## config.mk

```make
export PLATFORM = sky130hd
export DESIGN_NAME = alu_leg_seq
export DESIGN_NICKNAME = d
export VERILOG_FILES = /design/src/rtl/alu_leg_pkg.sv /design/src/rtl/alu_leg_muldiv_iter.sv /design/src/rtl/alu_leg_seq.sv
export SDC_FILE = /design/constraint.sdc
export NUM_CORES = 1
export LEC_CHECK = 0
export ABC_AREA = 1
export BUFFER_PORTS_ARGS = -buffer_cell sky130_fd_sc_hd__buf_2
export CAP_MARGIN = 15
export CORE_MARGIN = 2
export CORE_UTILIZATION = 67
export DETAILED_ROUTE_END_ITERATION = 8
export GPL_TIMING_DRIVEN = 1
export HOLD_SLACK_MARGIN = 0.06
export PLACE_DENSITY = 0.95
export SLEW_MARGIN = 10
export SYNTH_ARGS = -nofsm -noshare
export SYNTH_HDL_FRONTEND = slang
export SYNTH_SLANG_ARGS = --single-unit
```

## constraint.sdc

```tcl
create_clock -name clk -period 3.8 [get_ports clk]
set_input_delay 0.19 -clock clk [delete_from_list [all_inputs] [get_ports clk]]
set_output_delay 0.19 -clock clk [all_outputs]
set_load 0.01 [all_outputs]
```

## src/rtl/alu_leg_pkg.sv

```systemverilog
// Shared types for the sequential LEG ALU: opcode/state enums and flag bit positions.
// Rotate opcodes are only decoded when the design is built with ALU_ROT_EN.
package alu_leg_pkg;

  typedef enum logic [3:0] {
    OP_ADD  = 4'd0,
    OP_SUB  = 4'd1,
    OP_AND  = 4'd2,
    OP_OR   = 4'd3,
    OP_NOT  = 4'd4,
    OP_XOR  = 4'd5,
    OP_SHL  = 4'd6,
    OP_ASHR = 4'd7,
    OP_MUL  = 4'd8,
    OP_MULH = 4'd9,
    OP_DIVU = 4'd10,
    OP_REMU = 4'd11,
    OP_ROL  = 4'd12,
    OP_ROR  = 4'd13
  } op_e;

  typedef enum logic [1:0] {
    IDLE = 2'd0,
    BUSY = 2'd1,
    DONE = 2'd2
  } state_e;

  localparam int FLAG_Z = 3;
  localparam int FLAG_N = 2;
  localparam int FLAG_C = 1;
  localparam int FLAG_V = 0;

  function automatic logic is_iter_op(input op_e op);
    return (op == OP_MUL) || (op == OP_MULH) || (op == OP_DIVU) || (op == OP_REMU);
  endfunction

endpackage

```

## src/rtl/alu_leg_muldiv_iter.sv

```systemverilog
// One-bit-per-cycle unsigned multiplier (shift-add) and restoring divider.
// Operands are captured on start; done is high during the final iteration cycle.
module alu_leg_muldiv_iter
  import alu_leg_pkg::*;
#(
  parameter int WIDTH = 8
) (
  input  logic             clk,
  input  logic             rst,
  input  logic             start,
  input  op_e              op,
  input  logic [WIDTH-1:0] a,
  input  logic [WIDTH-1:0] b,
  output logic             done,
  output logic [WIDTH-1:0] result,
  output logic             dz
);

  localparam int SHW = $clog2(WIDTH);
  localparam logic [SHW-1:0] CNT_LAST = SHW'(WIDTH - 1);

  logic               running_q;
  logic [SHW-1:0]     cnt_q;
  logic [2*WIDTH-1:0] acc_q;
  logic [2*WIDTH-1:0] acc_step;
  logic [WIDTH-1:0]   a_q;
  logic [WIDTH-1:0]   b_q;
  op_e                op_q;
  logic               mul_mode;
  logic               high_half;
  logic [WIDTH-1:0]   acc_hi;
  logic [WIDTH-1:0]   acc_lo;
  logic [WIDTH:0]     add_ext;
  logic [WIDTH:0]     partial;
  logic [WIDTH-1:0]   diff;

  assign mul_mode  = (op_q == OP_MUL) || (op_q == OP_MULH);
  assign high_half = (op_q == OP_MULH) || (op_q == OP_REMU);
  assign acc_hi    = acc_q[2*WIDTH-1:WIDTH];
  assign acc_lo    = acc_q[WIDTH-1:0];

  // Divide by zero needs no special case: every trial subtract succeeds, so the
  // quotient fills with ones and the dividend shifts unchanged into the remainder.
  always_comb begin
    add_ext  = {1'b0, acc_hi} + (acc_lo[0] ? {1'b0, a_q} : '0);
    partial  = {acc_hi, acc_lo[WIDTH-1]};
    diff     = partial[WIDTH-1:0] - b_q;
    acc_step = acc_q;
    if (mul_mode)
      acc_step = {add_ext, acc_lo[WIDTH-1:1]};
    else if (partial >= {1'b0, b_q})
      acc_step = {diff, acc_lo[WIDTH-2:0], 1'b1};
    else
      acc_step = {partial[WIDTH-1:0], acc_lo[WIDTH-2:0], 1'b0};
  end

  assign done   = running_q && (cnt_q == CNT_LAST);
  assign result = high_half ? acc_step[2*WIDTH-1:WIDTH] : acc_step[WIDTH-1:0];
  assign dz     = !mul_mode && (b_q == '0);

  always_ff @(posedge clk) begin
    if (!rst) begin
      running_q <= 1'b0;
      cnt_q     <= '0;
      acc_q     <= '0;
      a_q       <= '0;
      b_q       <= '0;
      op_q      <= OP_MUL;
    end else if (start) begin
      running_q <= 1'b1;
      cnt_q     <= '0;
      a_q       <= a;
      b_q       <= b;
      op_q      <= op;
      acc_q     <= ((op == OP_MUL) || (op == OP_MULH)) ? {{WIDTH{1'b0}}, b} : {{WIDTH{1'b0}}, a};
    end else if (running_q) begin
      acc_q <= acc_step;
      if (done) begin
        running_q <= 1'b0;
        cnt_q     <= '0;
      end else begin
        cnt_q <= cnt_q + 1'b1;
      end
    end
  end

endmodule

```

## src/rtl/alu_leg_seq.sv

```systemverilog
// Sequential LEG ALU with valid/ready handshake, registered result and Z/N/C/V flags.
// Define ALU_ROT_EN to add the ROL/ROR opcodes; otherwise they decode as undecoded ops.
module alu_leg_seq
  import alu_leg_pkg::*;
#(
  parameter int WIDTH = 8
) (
  input  logic             clk,
  input  logic             rst,
  input  logic [WIDTH-1:0] Input_1,
  input  logic [WIDTH-1:0] Input_2,
  input  logic [7:0]       Opcode,
  input  logic             in_valid,
  output logic             in_ready,
  output logic [WIDTH-1:0] Output,
  output logic [3:0]       flags,
  output logic             out_valid,
  input  logic             out_ready
);

  state_e           state_q;
  state_e           state_d;
  op_e              op;
  logic             accept;
  logic             iter_op;
  logic             iter_done;
  logic [WIDTH-1:0] iter_result;
  logic             iter_dz;
  logic [3:0]       iter_flags;
  logic [WIDTH:0]   sum_ext;
  logic [WIDTH-1:0] sc_result;
  logic [3:0]       sc_flags;
  logic             c_flag;
  logic             v_flag;
  logic             unused_opcode_hi;

  assign op               = op_e'(Opcode[3:0]);
  assign unused_opcode_hi = ^Opcode[7:4];
  assign iter_op          = is_iter_op(op);
  assign out_valid        = (state_q == DONE);
  assign in_ready         = (state_q != BUSY) && (!out_valid || out_ready);
  assign accept           = in_valid && in_ready;

`ifdef ALU_ROT_EN
  localparam logic [WIDTH-1:0] ROT_MOD = WIDTH'(WIDTH);
  logic [WIDTH-1:0]   rot_amt;
  logic [2*WIDTH-1:0] rot_dbl;
`endif

  always_comb begin
    sum_ext   = '0;
    sc_result = '0;
    c_flag    = 1'b0;
    v_flag    = 1'b0;
`ifdef ALU_ROT_EN
    rot_amt   = Input_2 % ROT_MOD;
    rot_dbl   = '0;
`endif
    case (op)
      OP_ADD: begin
        sum_ext   = {1'b0, Input_1} + {1'b0, Input_2};
        sc_result = sum_ext[WIDTH-1:0];
        c_flag    = sum_ext[WIDTH];
        v_flag    = (Input_1[WIDTH-1] == Input_2[WIDTH-1]) && (sum_ext[WIDTH-1] != Input_1[WIDTH-1]);
      end
      OP_SUB: begin
        sum_ext   = {1'b0, Input_1} + {1'b0, ~Input_2} + (WIDTH+1)'(1);
        sc_result = sum_ext[WIDTH-1:0];
        c_flag    = sum_ext[WIDTH];
        v_flag    = (Input_1[WIDTH-1] != Input_2[WIDTH-1]) && (sum_ext[WIDTH-1] != Input_1[WIDTH-1]);
      end
      OP_AND:  sc_result = Input_1 & Input_2;
      OP_OR:   sc_result = Input_1 | Input_2;
      OP_NOT:  sc_result = ~Input_1;
      OP_XOR:  sc_result = Input_1 ^ Input_2;
      OP_SHL:  sc_result = Input_1 << Input_2;
      OP_ASHR: sc_result = $signed(Input_1) >>> Input_2;
`ifdef ALU_ROT_EN
      OP_ROL: begin
        rot_dbl   = {Input_1, Input_1} << rot_amt;
        sc_result = rot_dbl[2*WIDTH-1:WIDTH];
      end
      OP_ROR: begin
        rot_dbl   = {Input_1, Input_1} >> rot_amt;
        sc_result = rot_dbl[WIDTH-1:0];
      end
`endif
      default: sc_result = '0;
    endcase
    sc_flags         = '0;
    sc_flags[FLAG_Z] = (sc_result == '0);
    sc_flags[FLAG_N] = sc_result[WIDTH-1];
    sc_flags[FLAG_C] = c_flag;
    sc_flags[FLAG_V] = v_flag;
  end

  always_comb begin
    iter_flags         = '0;
    iter_flags[FLAG_Z] = (iter_result == '0);
    iter_flags[FLAG_N] = iter_result[WIDTH-1];
    iter_flags[FLAG_V] = iter_dz;
  end

  alu_leg_muldiv_iter #(
    .WIDTH(WIDTH)
  ) u_muldiv (
    .clk    (clk),
    .rst    (rst),
    .start  (accept && iter_op),
    .op     (op),
    .a      (Input_1),
    .b      (Input_2),
    .done   (iter_done),
    .result (iter_result),
    .dz     (iter_dz)
  );

  // An accept in DONE implies out_ready, so the old result retires as the new op starts.
  always_comb begin
    state_d = state_q;
    case (state_q)
      IDLE: if (accept) state_d = iter_op ? BUSY : DONE;
      BUSY: if (iter_done) state_d = DONE;
      DONE: begin
        if (accept)         state_d = iter_op ? BUSY : DONE;
        else if (out_ready) state_d = IDLE;
      end
      default: state_d = IDLE;
    endcase
  end

  always_ff @(posedge clk) begin
    if (!rst) begin
      state_q <= IDLE;
      Output  <= '0;
      flags   <= '0;
    end else begin
      state_q <= state_d;
      if (accept && !iter_op) begin
        Output <= sc_result;
        flags  <= sc_flags;
      end else if (iter_done) begin
        Output <= iter_result;
        flags  <= iter_flags;
      end
    end
  end

endmodule
```

==> impl_results.md <==
* Reg clk slew, reported paths at 0.10 ns
* F_max at 363 MHz
* Final WL at 16.3 mm
* YS warnings at 0
* Worst EP arrival at 2.97 ns
* CTS tree: yes
* Worst-case clock buffer depth at 2
* Hold_ws at 0.180 ns
* Layout area overhead at 5.44%
* Dpl hpwl at around 13 mm
* Crit Path Class: reg2reg
* Num ports at 42
* PwrDens at 269 mW/mm^2
* N_diodes at 0
* GP Congestion at 1.02
* CTS Buf Count at 5
* Worst Path Required at 4.02 ns
* Slew margin rel. at 0.613
* Clk root buf: clkbuf_8
* Hold Path Depth at 4
* Synthesized area per cell at 5.89 sq um
* NumNets Final at around 1,000
* Final Hold Fails at 0
* CTS Sinks at 53
* Antenna violations before repair at 0
* Crit path launch type: register
* Final worst slack at 1.04 ns
* Global-route wire length before repair at approximately 26 mm
* Die W at 94.6 microns
* Hold Path End: state_q[1]
* Setup TNS at 0 ns
* Antenna viol nets, final at 0
* # port buffers at 37
* Max VDD drop at 0.181 mV
* Register area share after synthesis at 0.193
* Reg2Reg Depth at 15
* Post_cts resized at 0
* DP Worst Slack at 1.04 ns
* Initial core utilization at 0.680
* Syn_nets at a little over 1,000
* Number of max-cap violations at 0
* Iter 0 DRT Violations at ~600
* CP Capture Type: register
* DIE AREA at 0.00895 sq mm
* Rows at 33
* Mapped cell area at 0.00550 sq mm
* Vias in the first global route at between 5,000 and 6,000
* Run status: complete, no violations
* Hold_sp: out_ready
* Reg-to-reg startpoint: u_muldiv.acc_q[0]
* Drt pass-1 iters at 6
* Post-Route Skew at roughly 0.017 ns
* Tot Pwr at 1560 uW
* DR WL/cell at 15.4 microns
* CTS Hold Buffers Added at 0
* Fraction of layout instances using a drive strength above 1 at 0.0828
* Core Util, Final at 0.717
* Largest area contributor in the synthesized netlist: dfxtp_1
* Fin crit period at 2.76 ns
* RSZ-0062 raised after global routing: false
* Worst R2R End: Output[5]
* Via density at 5.94
* Pin slew with the least headroom to its limit at 0.580 ns
* Post-CTS Setup Inserts at 0
* Pin count of the biggest net entering global routing at 44
* Cells after Synth at 934
* Min-Delay Path Class: in2reg
* # H-tree levels at 2
* Die height at 94.6 microns
* Core area at 0.00809 sq mm
* #FFs+latches synth at 53
* # setup viols final at 0
* Flop2flop setup slack at approximately 1.0 ns
* Gr usage total at 0.372
* Vias post-DR at between 6,000 and 7,000
* Area share of the largest cell type after synthesis at 0.193
* Worst-Skew Late Latency at a little over 0.3 ns
* Final cycle utilization of the critical path at 0.725
* Worst Path Max Fanout at 10
* Yosys cell types at 39
* Filler cell count at 741
* # DRC at 0
* Max Slew Vio Count at 0
* Total grt overflow at 0
* Lkg Pwr at between 0.003 and 0.004 uW
* Top cells by area, synth: dfxtp_1 (19%), nand2_1 (18%), ha_1 (9.6%)
==> flip-flops by register name, indices dropped and copies added (netlist names) <==
name,cells
u_muldiv.acc_q,16
u_muldiv.a_q,8
flags,4
u_muldiv.b_q,8
u_muldiv.running_q,1
state_q,2
u_muldiv.cnt_q,3
Output,7
u_muldiv.op_q,4
==> worst max path at each step <==
stage | startpoint | endpoint | slack, ns | depth (start not counted)
floorplan | u_muldiv.acc_q[0] | flags[3] | 1.57 | 20
global route | u_muldiv.acc_q[0] | flags[3] | 0.85 | 18
detailed placement | Input_2[2] | flags[3] | 1.04 | 20
finish | u_muldiv.acc_q[0] | Output[5] | 1.04 | 15
global placement | Input_2[2] | flags[3] | 1.03 | 20
CTS | u_muldiv.acc_q[0] | flags[3] | 1.13 | 18
==> through the flow <==
stage          instance area, sq um  instances
6_report                       5800       1059
5_1_grt                        5800       1059
4_1_cts                        5800       1059
3_5_place_dp                   5690       1051
3_3_place_gp                   5690       1051
2_1_floorplan                  5500        934
==> Yosys cell counts, drive strengths merged <==
master	instances
o221ai	6
xnor2	1
fa	4
nand2	267
nor2	82
nand3b	3
nand3	95
o21bai	2
clkbuf	12
inv	138
clkinv	2
o21a	3
buf	15
nor3	10
a22oi	1
o22ai	7
nand4	31
o211ai	6
o21ai	63
xor2	3
a21oi	77
a31oi	4
ha	42
a21boi	3
nor4	1
or2	3
dfxtp	53
==> metal layers <==
layer  vias up  global-route usage  part of all wire
met3        52              0.0455             0.088
li1       3110                   -                 -
met2       350               0.618              0.46
met5         -                   0                 0
met4         0               0.157             0.041
met1      2782               0.488              0.41
==> cells by family after synthesis <==
group	share of synthesized area
adders and majority gates	0.110
and+or+nand+nor	0.396
buffers and inverters	0.122
xor gates and xnor gates	0.00637
AOI/OAI and AO/OA	0.173
DFF	0.193
==> power breakdown <==
part	internal (uW)	switching [uW]	total [uW]
logic	176	389	565
registers	587	19.5	607
clock network	198	192	390
total	961	600	1560
==> cells in the final DEF, fill, tap and decap left out, drive strengths merged, types with 4 or more instances in the layout <==
cell	n
nand2	267
inv	139
nand3	95
nor2	82
a21oi	77
o21ai	63
dfxtp	53
ha	42
buf	39
nand4	31
nor3	10
o22ai	7
o221ai	6
o211ai	6
clkbuf	5
a31oi	4
fa	4
==> worst max-delay path: stages (launching register included) <==
cell and delay [ns]:
dfxtp_1 0.52, nand2_1 0.09, inv_1 0.06, ha_1 0.19, inv_1 0.07, fa_1 0.37, inv_1 0.10, nand4_1 0.13
nand3_1 0.10, nand2_1 0.05, nand3_1 0.07, nand3_1 0.19, a21boi_0 0.38, o21ai_0 0.15, o21bai_1 0.14, inv_1 0.06
==> layout make-up <==
class                           instances  area [sq um]  share of cell area
Multi-Input combinational cell        714          3770               0.650
Tap cell                              105           131              0.0226
Clock buffer                            5          68.8              0.0119
Clock inverter                          3          43.8             0.00755
Sequential cell                        53          1060               0.183
Timing Repair Buffer                   39           200              0.0345
Inverter                              140           526              0.0906
Power figures use the tool's default switching activity.
